### src/rtl/ram_stream_reader_pkg.sv
// Shared definitions for ram_stream_reader: default widths and FSM state encoding.
package ram_stream_reader_pkg;

    localparam int DEF_DATA_WIDTH    = 32;
    localparam int DEF_ADDRESS_WIDTH = 12;

    localparam int STATE_W = 3;

    localparam logic [STATE_W-1:0] S_IDLE  = 3'd0;
    localparam logic [STATE_W-1:0] S_READ  = 3'd1;
    localparam logic [STATE_W-1:0] S_OUT   = 3'd2;
    localparam logic [STATE_W-1:0] S_CLEAR = 3'd3;
    localparam logic [STATE_W-1:0] S_DONE  = 3'd4;

endpackage

### src/rtl/ram_stream_reader_ctr.sv
// Loadable down-counter of words still to be streamed; `last` marks one word left.
module ram_stream_reader_ctr #(
    parameter int WIDTH = 12
) (
    input  logic             clk,
    input  logic             reset,
    input  logic             load,
    input  logic             dec,
    input  logic [WIDTH-1:0] value,
    output logic             last
);

    logic [WIDTH-1:0] count;

    // Load on an accepted start, count down once per consumed word.
    always_ff @(posedge clk) begin
        if (reset)
            count <= '0;
        else if (load)
            count <= value;
        else if (dec)
            count <= count - 1'b1;
    end

    assign last = (count == WIDTH'(1));

endmodule

### src/rtl/ram_stream_reader.sv
// Drains a contiguous RAM block onto a valid/ready stream, one word at a time.
// Build option RAM_STREAM_READER_CLEAR_EN: zero each RAM word after it is
// consumed (mailbox semantics), adding one CLEAR cycle per word.
module ram_stream_reader
    import ram_stream_reader_pkg::*;
#(
    parameter int DATA_WIDTH    = DEF_DATA_WIDTH,
    parameter int ADDRESS_WIDTH = DEF_ADDRESS_WIDTH
) (
    input  logic                     clk,
    input  logic                     reset,
    input  logic                     start,
    input  logic [ADDRESS_WIDTH-1:0] base_addr,
    input  logic [ADDRESS_WIDTH-1:0] length,
    output logic                     busy,
    output logic                     done,
    output logic                     mem_wEn,
    output logic [ADDRESS_WIDTH-1:0] mem_addr,
    output logic [DATA_WIDTH-1:0]    mem_dataIn,
    input  logic [DATA_WIDTH-1:0]    mem_dataOut,
    output logic [DATA_WIDTH-1:0]    out_data,
    output logic                     out_valid,
    input  logic                     out_ready
);

    logic [STATE_W-1:0] state, state_next;
    logic accept, handshake, dec, last, advance;

    assign accept    = (state == S_IDLE) && start;
    assign handshake = (state == S_OUT) && out_valid && out_ready;

    // The word count drops as the word is finished with: at the handshake
    // normally, or at the end of its CLEAR cycle when clearing is built in,
    // so `last` always describes the word currently being retired.
`ifdef RAM_STREAM_READER_CLEAR_EN
    assign dec = (state == S_CLEAR);
`else
    assign dec = handshake;
`endif
    assign advance = dec && !last;

    ram_stream_reader_ctr #(
        .WIDTH (ADDRESS_WIDTH)
    ) u_ctr (
        .clk   (clk),
        .reset (reset),
        .load  (accept),
        .dec   (dec),
        .value (length),
        .last  (last)
    );

    // State register.
    always_ff @(posedge clk) begin
        if (reset)
            state <= S_IDLE;
        else
            state <= state_next;
    end

    // Next-state logic.
    always_comb begin
        state_next = state;
        case (state)
            S_IDLE:  if (start) state_next = (length == '0) ? S_DONE : S_READ;
            S_READ:  state_next = S_OUT;
`ifdef RAM_STREAM_READER_CLEAR_EN
            S_OUT:   if (handshake) state_next = S_CLEAR;
            S_CLEAR: state_next = last ? S_DONE : S_READ;
`else
            S_OUT:   if (handshake) state_next = last ? S_DONE : S_READ;
`endif
            S_DONE:  state_next = S_IDLE;
            default: state_next = S_IDLE;
        endcase
    end

    // State-decoded outputs; write data is always zero (only clears are written).
    always_comb begin
        busy       = (state != S_IDLE);
        done       = (state == S_DONE);
        mem_dataIn = '0;
`ifdef RAM_STREAM_READER_CLEAR_EN
        mem_wEn    = (state == S_CLEAR);
`else
        mem_wEn    = 1'b0;
`endif
    end

    // Address and stream registers; RAM data is valid on the edge leaving READ.
    always_ff @(posedge clk) begin
        if (reset) begin
            mem_addr  <= '0;
            out_data  <= '0;
            out_valid <= 1'b0;
        end else begin
            if (accept)
                mem_addr <= base_addr;
            else if (advance)
                mem_addr <= mem_addr + 1'b1;
            if (state == S_READ) begin
                out_data  <= mem_dataOut;
                out_valid <= 1'b1;
            end else if (handshake) begin
                out_valid <= 1'b0;
            end
        end
    end

endmodule

### config.mk
export PLATFORM = sky130hd
export DESIGN_NAME = ram_stream_reader
export DESIGN_NICKNAME = d
export VERILOG_FILES = /design/src/rtl/ram_stream_reader_pkg.sv /design/src/rtl/ram_stream_reader_ctr.sv /design/src/rtl/ram_stream_reader.sv
export SDC_FILE = /design/constraint.sdc
export NUM_CORES = 1
export LEC_CHECK = 0
export CAP_MARGIN = 20
export CORE_UTILIZATION = 42
export CTS_CLUSTER_DIAMETER = 30
export DETAILED_ROUTE_END_ITERATION = 16
export GPL_TIMING_DRIVEN = 0
export HOLD_SLACK_MARGIN = 0.05
export PLACE_DENSITY = 0.8
export SETUP_SLACK_MARGIN = 0.5
export SYNTH_ARGS = -nofsm -noshare
export SYNTH_HDL_FRONTEND = slang
export SYNTH_HIERARCHICAL = 1
export SYNTH_SLANG_ARGS = --single-unit
### constraint.sdc
create_clock -name clk -period 3.2 [get_ports clk]
set_input_delay 0.32 -clock clk [delete_from_list [all_inputs] [get_ports clk]]
set_output_delay 0.32 -clock clk [all_outputs]
set_load 0.05 [all_outputs]
==> results.md <==
* Status: finished, final reports clean
* Area Growth Syn to Fin at 50.16%
* Xor/xnor share of the synthesized area at roughly 3.1%
* Clk Latency, worst-skew pair at approximately 0.34 ns
* Distinct cells, synth at between 50 and 60
* Clock power frac at between 30% and 40%
* Power Total at 0.002245 W
* GRT Resource Usage Total at a little under a quarter
* Post-route ant nets at 0
* Detailed-route DRC error count at 0
* Arr. time, crit path at approximately 2.8 ns
* MaxCap Viol Count at 0
* Final worst-path cycle share at around four fifths
* Seq/Total Area, Yosys at between 30% and 40%
* Initial antenna violation count at 0
* Sequential share of power at 38.0%
* Layout Skew at approximately 0.0048 ns
* Port bufs at ~110
* Clk sinks at 60
* Period minus WS final at between 2 and 3 ns
* Mux share of post-synthesis cell area at less than 1%
* Vias/cell at ~5
* First-pass GRT wire length at 13,470 microns
* Avg Inst Size Synth at around 8 sq um
* Number of synthesized register bits at 60
* Cell Int Power at between 0.001 and 0.0015 W
* Complex-gate fraction of the synthesized area at between 10% and 20%
* Crit-path cells: ha_1 > or4b_2 > nor4_2 > or4b_4 > nor4_4 > a31o_1 > a311oi_1
* Die Wd at around 88 microns
* Post-DP HPWL at ~6200 microns
* Power Dens Cells at approximately 490 nW/um^2
* Critical Path RT at between 3 and 4 ns
* GP Congestion at 0.8949
* Final Hold Viols at 0
* Pin count of the biggest net entering global routing at 12
* Worst Path Max Fanout at 5
* Worst R2R Start: u_ctr/count[0]$_SDFFE_PP0P_
* Initial Utilization at between 40% and 50%
* Main flop type after synthesis: dfxtp_1
* Gate Count Post-Synth at between 300 and 400
* Comb pwr share at around 28%
* H-tree level count at 3
* Clock slew at reported path FFs at 0.07 ns
* Die area at 7669 sq um
* Final setup fails at 0
* CP Buf/Inv Count at 0
* CP Class: register to register
* Top delay family on crit path: simple AND/OR/NAND/NOR gates
* Slew HR at 61.53%
* RSZ-0062 raised after global routing: no
* CTS Buffer Depth at 2
* CTS Root Cell: clkbuf_8
* Initial drt markers at around 200
* Setup Fix Bufs, Post-CTS at 0
* TritonCTS clock tree: built
* TritonRoute pass-1 iters at 4
* Delay of the slowest cell on the worst path at ~0.60 ns
* Cell area after synthesis at 3075 sq um
* P_leak at roughly 1.7 nW
* Number of flops mapped to enable cells by yosys at 0
* Main combinational cell family by area after synthesis: simple AND/OR/NAND/NOR gates
* ANT cells at 0
* GRT overflow at 0
* Std-Cell Rows at 30
* I/O Pins at between 100 and 150
* Crit-path slowest cell: or4b_2
* Hold Crit Start: out_data[14]$_SDFFE_PP0P_
* Switch Pwr at roughly 0.00075 W
* Simple-Gate Fraction of Synth Area at between 20% and 30%
* Layout cells sized above 1 at about 14%
* Pins over their slew limit at 0
* Avg WL per Cell at 13.19 microns
* Sw frac at 33.38%
* Worst Tran Pin Value at ~0.57 ns
* Worst Hold Class: register to register
* Fin Setup TNS at 0 ns
* Max frequency at just under 400 MHz
* CTS buffer count at 9
* Vias in the first global route at between 2,000 and 3,000
* VDD IR max at 0.0003720 V
* Worst setup SP type: register
* Synth async-reset ratio at 0%
* Critical path origin: u_ctr/count[0]$_SDFFE_PP0P_
* DR vias at 3,077
* Final nets at approximately 590
* Core area at around 6900 sq um
* Setup crit end kind: register
* Synth Area in Adders at 1.221%
* Detailed Route WL at slightly above 8000 microns
* YS warnings at 6
* Die height at 87.57 microns
==> metal layers <==
metal | wire (microns) | global-route usage (%) | vias up
met5 | 0 | 0 | -
met4 | 193 | 8.793 | 0
met1 | 3406 | 26.40 | 1398
met2 | 4079 | 38.21 | 111
li1 | - | - | 1552
met3 | 588 | 8.011 | 16
==> state kept, by name, indices dropped and copies added (netlist names) <==
name and cells:
out_valid 1, out_data 32, u_ctr/count 12, mem_addr 12, state 3
==> synthesized netlist by cell type (all sizes together) (3+ instances only) <==
library cell  count  share of area [%]
xnor2             9                2.6
inv               9                1.1
a21oi            36                5.9
ha                3                1.2
o21ai             4               0.65
buf              38                9.2
nor3             12                2.3
nor2             29                3.5
nand2            74                9.0
dfxtp            60                 39
nor4             12                3.8
or4b              5                2.0
or2               3               0.61
or3               3               0.61
a311oi            8                2.3
a211oi           12                3.4
nand4             5                1.0
or4               3               0.85
clkbuf           19                2.3
nand3             4               0.81
==> cells in the final DEF, fill, tap and decap left out, types with 10 or more instances in the layout <==
cell type / n
clkdlybuf4s50_1: 106
nand2_1: 74
dfxtp_1: 60
a21oi_1: 36
buf_4: 33
conb_1: 33
nor2_1: 29
clkbuf_1: 19
clkbuf_8: 10
==> worst register-to-register path, cell delays in order, from the launching register on <==
cell and delay, ns:
dfxtp_1 0.41, ha_1 0.19, or4b_2 0.60, nor4_2 0.45, or4b_4 0.25, nor4_4 0.05, a31o_1 0.23, a311oi_1 0.26
==> path summary, 6_finish.rpt <==
path / depth (start not counted) / to / slack (ns)
worst max-delay path: 7 / mem_addr[11]$_SDFFE_PP0P_ / 0.66
worst min-delay path: 2 / out_data[14]$_SDFFE_PP0P_ / 0.45
worst max register to register: 7 / mem_addr[11]$_SDFFE_PP0P_ / 0.66
worst min register to register: 2 / out_data[14]$_SDFFE_PP0P_ / 0.45
==> per-stage QoR <==
stage | util [%] | cells | instance area (sq um) | hold slack [ns] | setup WS (ns)
final | 66.50 | 627 | 4618 | 0.4523 | 0.6646
after global placement | 63.10 | 611 | 4382 | 0.4411 | 0.4096
after global routing | 66.50 | 627 | 4618 | 0.4756 | 0.5204
after CTS | 66.43 | 627 | 4613 | 0.4547 | 0.6893
after detailed placement | 63.10 | 611 | 4382 | 0.4453 | 0.3406
after floorplan | - | 409 | 3201 | 0.3968 | 0.6518
==> power groups by stage <==
stage,Combinational (W),Clock (W),Sequential (W)
floorplan,0.000297,0,0.000984
global placement,0.000609,0,0.000864
detailed placement,0.000620,0,0.000868
CTS,0.000624,0.000782,0.000851
global route,0.000668,0.000818,0.000859
finish,0.000626,0.000767,0.000852
==> cells by family after synthesis <==
logic type	Yosys count
compound gates	71
flops	60
simple gates	164
mux	1
fa+ha+maj	3
other cells	1
xor+xnor	11
buf+inv	66
==> cell type report <==
| type | instances | area [sq um] |
|---|---|---|
| tap | 96 | 120.1 |
| fill | 574 | 2326 |
| multi-input combinational | 283 | 1623 |
| sequential | 60 | 1201 |
| inverter | 9 | 33.78 |
| clock inverter | 6 | 87.58 |
| timing repair buffer | 106 | 1061 |
| buffer | 57 | 354.1 |
| clock buffer | 10 | 137.6 |
==> repair_timing <==
item,4_1_cts,5_1_grt
hold buffers,0,0
resized for setup,1,1
cloned,0,0
endpoints found under the setup margin,1,1
Power figures use the tool's default switching activity.
==> edit 1, RTL diff (config.mk and constraints unchanged) <==
`DEF_DATA_WIDTH`: 32 -> 16.
--- a/src/rtl/ram_stream_reader_pkg.sv
+++ b/src/rtl/ram_stream_reader_pkg.sv
@@ -2,5 +2,5 @@
 package ram_stream_reader_pkg;
 
-    localparam int DEF_DATA_WIDTH    = 32;
+    localparam int DEF_DATA_WIDTH    = 16;
     localparam int DEF_ADDRESS_WIDTH = 12;
 
Ports: changed (resized mem_dataIn, mem_dataOut and out_data); port bits go from 140 to 92. No check against the original RTL was run, so the function may have changed too.
==> edit 1 against the unedited design <==
  * Sequential cell count is 16 lower
  * Total power is 31% lower
  * Maximum frequency is 2.2% lower
  * First-iteration DRC count is 27% lower
  * Die area is 22% lower
  * Setup slack worse by 0.057 ns
  * Design area is 26% lower
  * Via count is 22% lower
  * Area after synthesis is 22% lower
  * Utilization is 4.4 points lower
  * Wire length is 30% lower
  * Clock skew is 0.0013 ns higher
  * Critical endpoint is now u_ctr/count[9]
  * Largest cell class unchanged
  * Largest power group unchanged
==> edit 1: results (changes against the unedited design) <==
route:
  vias: 2409  # was 3,077
  initialDrtViolationCount: 149  # was 203
  wl_per_cell_microns: 12.6  # was 13.2 microns
  drt-total-wl_microns: 5820  # was 8270 microns
placed_design:
  placed_area_sq_um: 3280  # was 4380 sq um
  hpwl_microns: 4270  # was 6250 microns
  place_ws_ns: 0.259  # was 0.341 ns
  io_buffers: 74  # was 106
  gp_congestion: 0.844  # was 0.895
final_layout:
  drive_above_1_share_pct: 11.3  # was 13.7%
  multi_input_area_sq_um: 1340  # was 1620 sq um
  n_fill_cell: 470  # was 574
  nNonClkBuffers: 109  # was 163
  nets: 437  # was 589
  buffer_area_share_pct: 28.0  # was 30.6%
  clockNetworkAreaShare_pct: 3.69  # was 4.88%
  fin_util_pct: 62.1  # was 66.5%
  clock_buffers: 7  # was 10
  inv_count: 7  # was 9
  sh_seq_area_pct: 25.7  # was 26.0%
timing:
  fin_hold_ws_ns: 0.456  # was 0.452 ns
  clock-skew-final_ns: 0.00610  # was 0.00484 ns
  finalWorstSetupSlack_ns: 0.608  # was 0.665 ns
  worstMarginPinSlew_ns: 0.643  # was 0.572 ns
clock_network:
  htreeDepth: 2  # was 3
  clock_latency_ns: 0.29  # was 0.34 ns
  cts_made_buffers: 5  # was 9
power:
  p_leak_nw: 1.22  # was 1.74 nW
  switching_share_pct: 32.6  # was 33.4%
  pwr-share-clk_pct: 30.0  # was 34.2%
  powerSeq_mw: 0.635  # was 0.852 mW
  ir_drop_v: 0.000252  # was 0.000372 V
worst_hold_path:
  hold_end: "out_data[8]"  # was out_data[14]
  min-delay-start: "out_data[8]"  # was out_data[14]
yosys:
  avgSynthCellArea_sq_um: 8.15  # was 8.16 sq um
  syn_inst: 293  # was 377
  synthTopCellsByCount: "dfxtp_1 (44), nand2_1 (43), nor2_1 (29)"  # was nand2_1 (74), dfxtp_1 (60), a21oi_1 (36)
  synthTopCellsByArea: "dfxtp_1 (37%), nand2_1 (6.8%), buf_4 (5.3%)"  # was dfxtp_1 (39%), nand2_1 (9.0%), buf_4 (8.1%)
  yosysSeqAreaShare_pct: 36.9  # was 39.1%
  synth.distinct_cells: 49  # was 55
  ys_seq_elements: 44  # was 60
grt:
  grt_max_degree: 14  # was 12
  grt_usage_pct: 19.6  # was 22.7%
  grt_pass1_vias: 2221  # was 2,951
outcome:
  outcome: "completed"  # unchanged
worst_setup_path:
  cp_max_fo: 8  # was 5
  slowest_stage: "clkdlybuf4s50_1"  # was or4b_2
  r2r-start: "state[1]"  # was u_ctr/count[0]
  rr_worst_depth: 6  # was 7
  crit_start: "out_ready"  # was u_ctr/count[0]
  slowest_delay_ns: 0.54  # was 0.60 ns
  critical_path.reg2reg.endpoint: "u_ctr/count[9]"  # was mem_addr[11]
==> edit 1: cell types whose count changed after synthesis, moves of 3 or more <==
cell	delta
a21oi_1	-16
buf_4	-16
clkbuf_1	-5
dfxtp_1	-16
nand2_1	-31
nand3_1	+3
xnor2_1	-4
xor2_1	+3
==> edit 1: cells by family (layout without fill, tap and decap cells) <==
family	Yosys count	after routing	synth area share [%]
and+or+nand+nor	136	136	30.4
AOI/OAI and AO/OA	57	57	17.0
DFF	44	44	36.9
buffers and inverters	42	124	10.3
xor gates and xnor gates	10	10	3.67
adders and majority gates	3	3	1.57
other	1	17	0.157
==> edit 1: timing repair <==
item / in CTS / in global routing
resized for setup: 0 / 2
endpoints found under the hold margin: 0 / 0
setup endpoints to repair: 0 / 3
==> edit 1: metal layers <==
layer	GRT usage [%]	vias to the layer above	part of all wire (%)
met4	6.04	0	1.3
met1	22.9	1101	43
li1	-	1215	-
met3	5.18	10	6.9
met2	34.7	83	49
met5	0	-	0
==> edit 2, RTL diff (same settings) <==
Without the edit above. Reset style: asynchronous (`reset`), changed in 3 clocked blocks.
--- a/src/rtl/ram_stream_reader_ctr.sv
+++ b/src/rtl/ram_stream_reader_ctr.sv
@@ -14,5 +14,5 @@
 
     // Load on an accepted start, count down once per consumed word.
-    always_ff @(posedge clk) begin
+    always_ff @(posedge clk or posedge reset) begin
         if (reset)
             count <= '0;
--- a/src/rtl/ram_stream_reader.sv
+++ b/src/rtl/ram_stream_reader.sv
@@ -52,5 +52,5 @@
 
     // State register.
-    always_ff @(posedge clk) begin
+    always_ff @(posedge clk or posedge reset) begin
         if (reset)
             state <= S_IDLE;
@@ -89,5 +89,5 @@
 
     // Address and stream registers; RAM data is valid on the edge leaving READ.
-    always_ff @(posedge clk) begin
+    always_ff @(posedge clk or posedge reset) begin
         if (reset) begin
             mem_addr  <= '0;
Function: differs if reset is asserted again (counterexample within 4 cycles, from zero or initial values and one cycle with reset high); with reset held inactive, the same outputs for 10 cycles.
==> edit 2 against the unedited design <==
  * Setup slack improved by 0.16 ns
  * Wire length decreased by 14%
  * Design area increased by 1.6%
  * Highest routed layer unchanged
  * Area after synthesis increased by 2.4%
  * Sequential cell count unchanged
  * Count of clock-buffer cells in the layout increased by 1
  * Critical path type unchanged
Power is not compared: it rests on default switching activity, and its combinational part moved more than twofold at a synthesized area within 25%.
==> edit 2: results (changes against the unedited design) <==
yosys:
  syn_inst: 297  # was 377
  synth_edf_count: 0  # unchanged
  synthTopCellsByArea: "dfrtp_1 (48%), mux2_2 (11%), buf_4 (8.1%)"  # was dfxtp_1 (39%), nand2_1 (9.0%), buf_4 (8.1%)
  yosysSeqAreaShare_pct: 47.7  # was 39.1%
  synth.distinct_cells: 46  # was 55
  synth_async_sr_flop_share_pct: 100  # was 0%
  synthTopCellsByCount: "dfrtp_1 (60), buf_4 (34), mux2_2 (30)"  # was nand2_1 (74), dfxtp_1 (60), a21oi_1 (36)
worst_setup_path:
  critPathArrivalTime_ns: 2.62  # was 2.79 ns
  critical_path.reg2reg.endpoint: "mem_addr[5]"  # was mem_addr[11]
  slowest_stage: "or4_1"  # was or4b_2
  r2r-start: "u_ctr/count[5]"  # was u_ctr/count[0]
  slowest_delay_ns: 0.51  # was 0.60 ns
  cp_max_fo: 9  # was 5
  r2r_slack_ns: 0.82  # was 0.66 ns
route:
  wl_per_cell_microns: 12.9  # was 13.2 microns
  vias: 2597  # was 3,077
  initialDrtViolationCount: 86  # was 203
power:
  power_clock_mw: 0.734
  powerDensity_nw_per_um2: 363
  switching_share_pct: 23.2
grt:
  grt_pass1_wl_microns: 11200  # was 13,500 microns
  grt_max_degree: 41  # was 12
  grt.overflow.total: 0  # unchanged
  grt_usage_pct: 19.0  # was 22.7%
  grt_pass1_vias: 2502  # was 2,951
clock_network:
  cts_made_buffers: 9  # unchanged
  postCtsSetupRepairBufs: 0  # unchanged
  htreeDepth: 3  # unchanged
  cts_resized: 0  # was 1
placed_design:
  io_buffers: 106  # unchanged
  hpwl_microns: 5590  # was 6250 microns
  dp_cells: 535  # was 611
  place_ws_ns: 0.437  # was 0.341 ns
  placed_area_sq_um: 4480  # was 4380 sq um
  gp_congestion: 0.821  # was 0.895
timing:
  worstMarginPinSlew_ns: 0.705  # was 0.572 ns
  clock-skew-final_ns: 0.0129  # was 0.00484 ns
  fin_hold_ws_ns: 0.244  # was 0.452 ns
final_layout:
  finalNonFillerCells: 551  # was 627
  nets: 510  # was 589
  drive_above_1_share_pct: 20.8  # was 13.7%
  antenna_cells: 0  # unchanged
  n_fill_cell: 597  # was 574
outcome:
  outcome: "completed"  # unchanged
worst_hold_path:
  hp-class: "input pin to async pin"  # was flop to flop
==> edit 2: cell types whose count changed in the layout (fill, tap and decap cells not counted), sizes merged, moves of 32 or more <==
cell and delta:
dfrtp +60, dfxtp -60, nand2 -51, a21oi -32, mux2 +32
==> edit 2: cells by family after synthesis <==
kind of cell / share of synthesized area [%]
AOI/OAI and AO/OA: 6.91
DFF: 47.7
adders and majority gates: 1.19
muxes: 12.1
other: 0.119
and+or+nand+nor: 18.2
buffers and inverters: 10.5
xor gates and xnor gates: 3.34
==> edit 2: per-layer routing <==
layer | part of all wire [%] | GRT usage (%)
met4 | 2.2 | 9.97
met2 | 47 | 32.2
met5 | 0 | 0
met3 | 8.6 | 4.57
met1 | 42 | 22.3
==> edit 2: final cells by class <==
class / count / area (sq um) / share of cell area, %
clock inverter: 5 / 75.1 / 1.60
buffer: 44 / 302 / 6.42
multi-input combinational: 217 / 1440 / 30.7
tap: 99 / 124 / 2.64
timing repair buffer: 107 / 1080 / 23.0
clock buffer: 11 / 141 / 3.01
sequential: 60 / 1500 / 32.0
inverter: 8 / 30.0 / 0.640
==> edit 2: worst max-delay path by stage <==
| stage | start | to | slack, ns | depth (start not counted) |
|---|---|---|---|---|
| after floorplan | out_valid | u_ctr/count[11] | 0.94 | 6 |
| after global placement | start | u_ctr/count[6] | 0.51 | 11 |
| after detailed placement | start | u_ctr/count[5] | 0.44 | 11 |
| after CTS | state[0] | u_ctr/count[5] | 0.68 | 10 |
| after global routing | state[0] | u_ctr/count[10] | 0.56 | 10 |
| final | u_ctr/count[5] | mem_addr[5] | 0.82 | 7 |
==> edit 2: critical path: cells and delay by family, from the launching register on <==
family	cells	cell delay (ns)
xor+xnor	1	0.13
compound gates	1	0.17
buf+inv	1	0.18
flops	1	0.40
simple gates	4	1.40
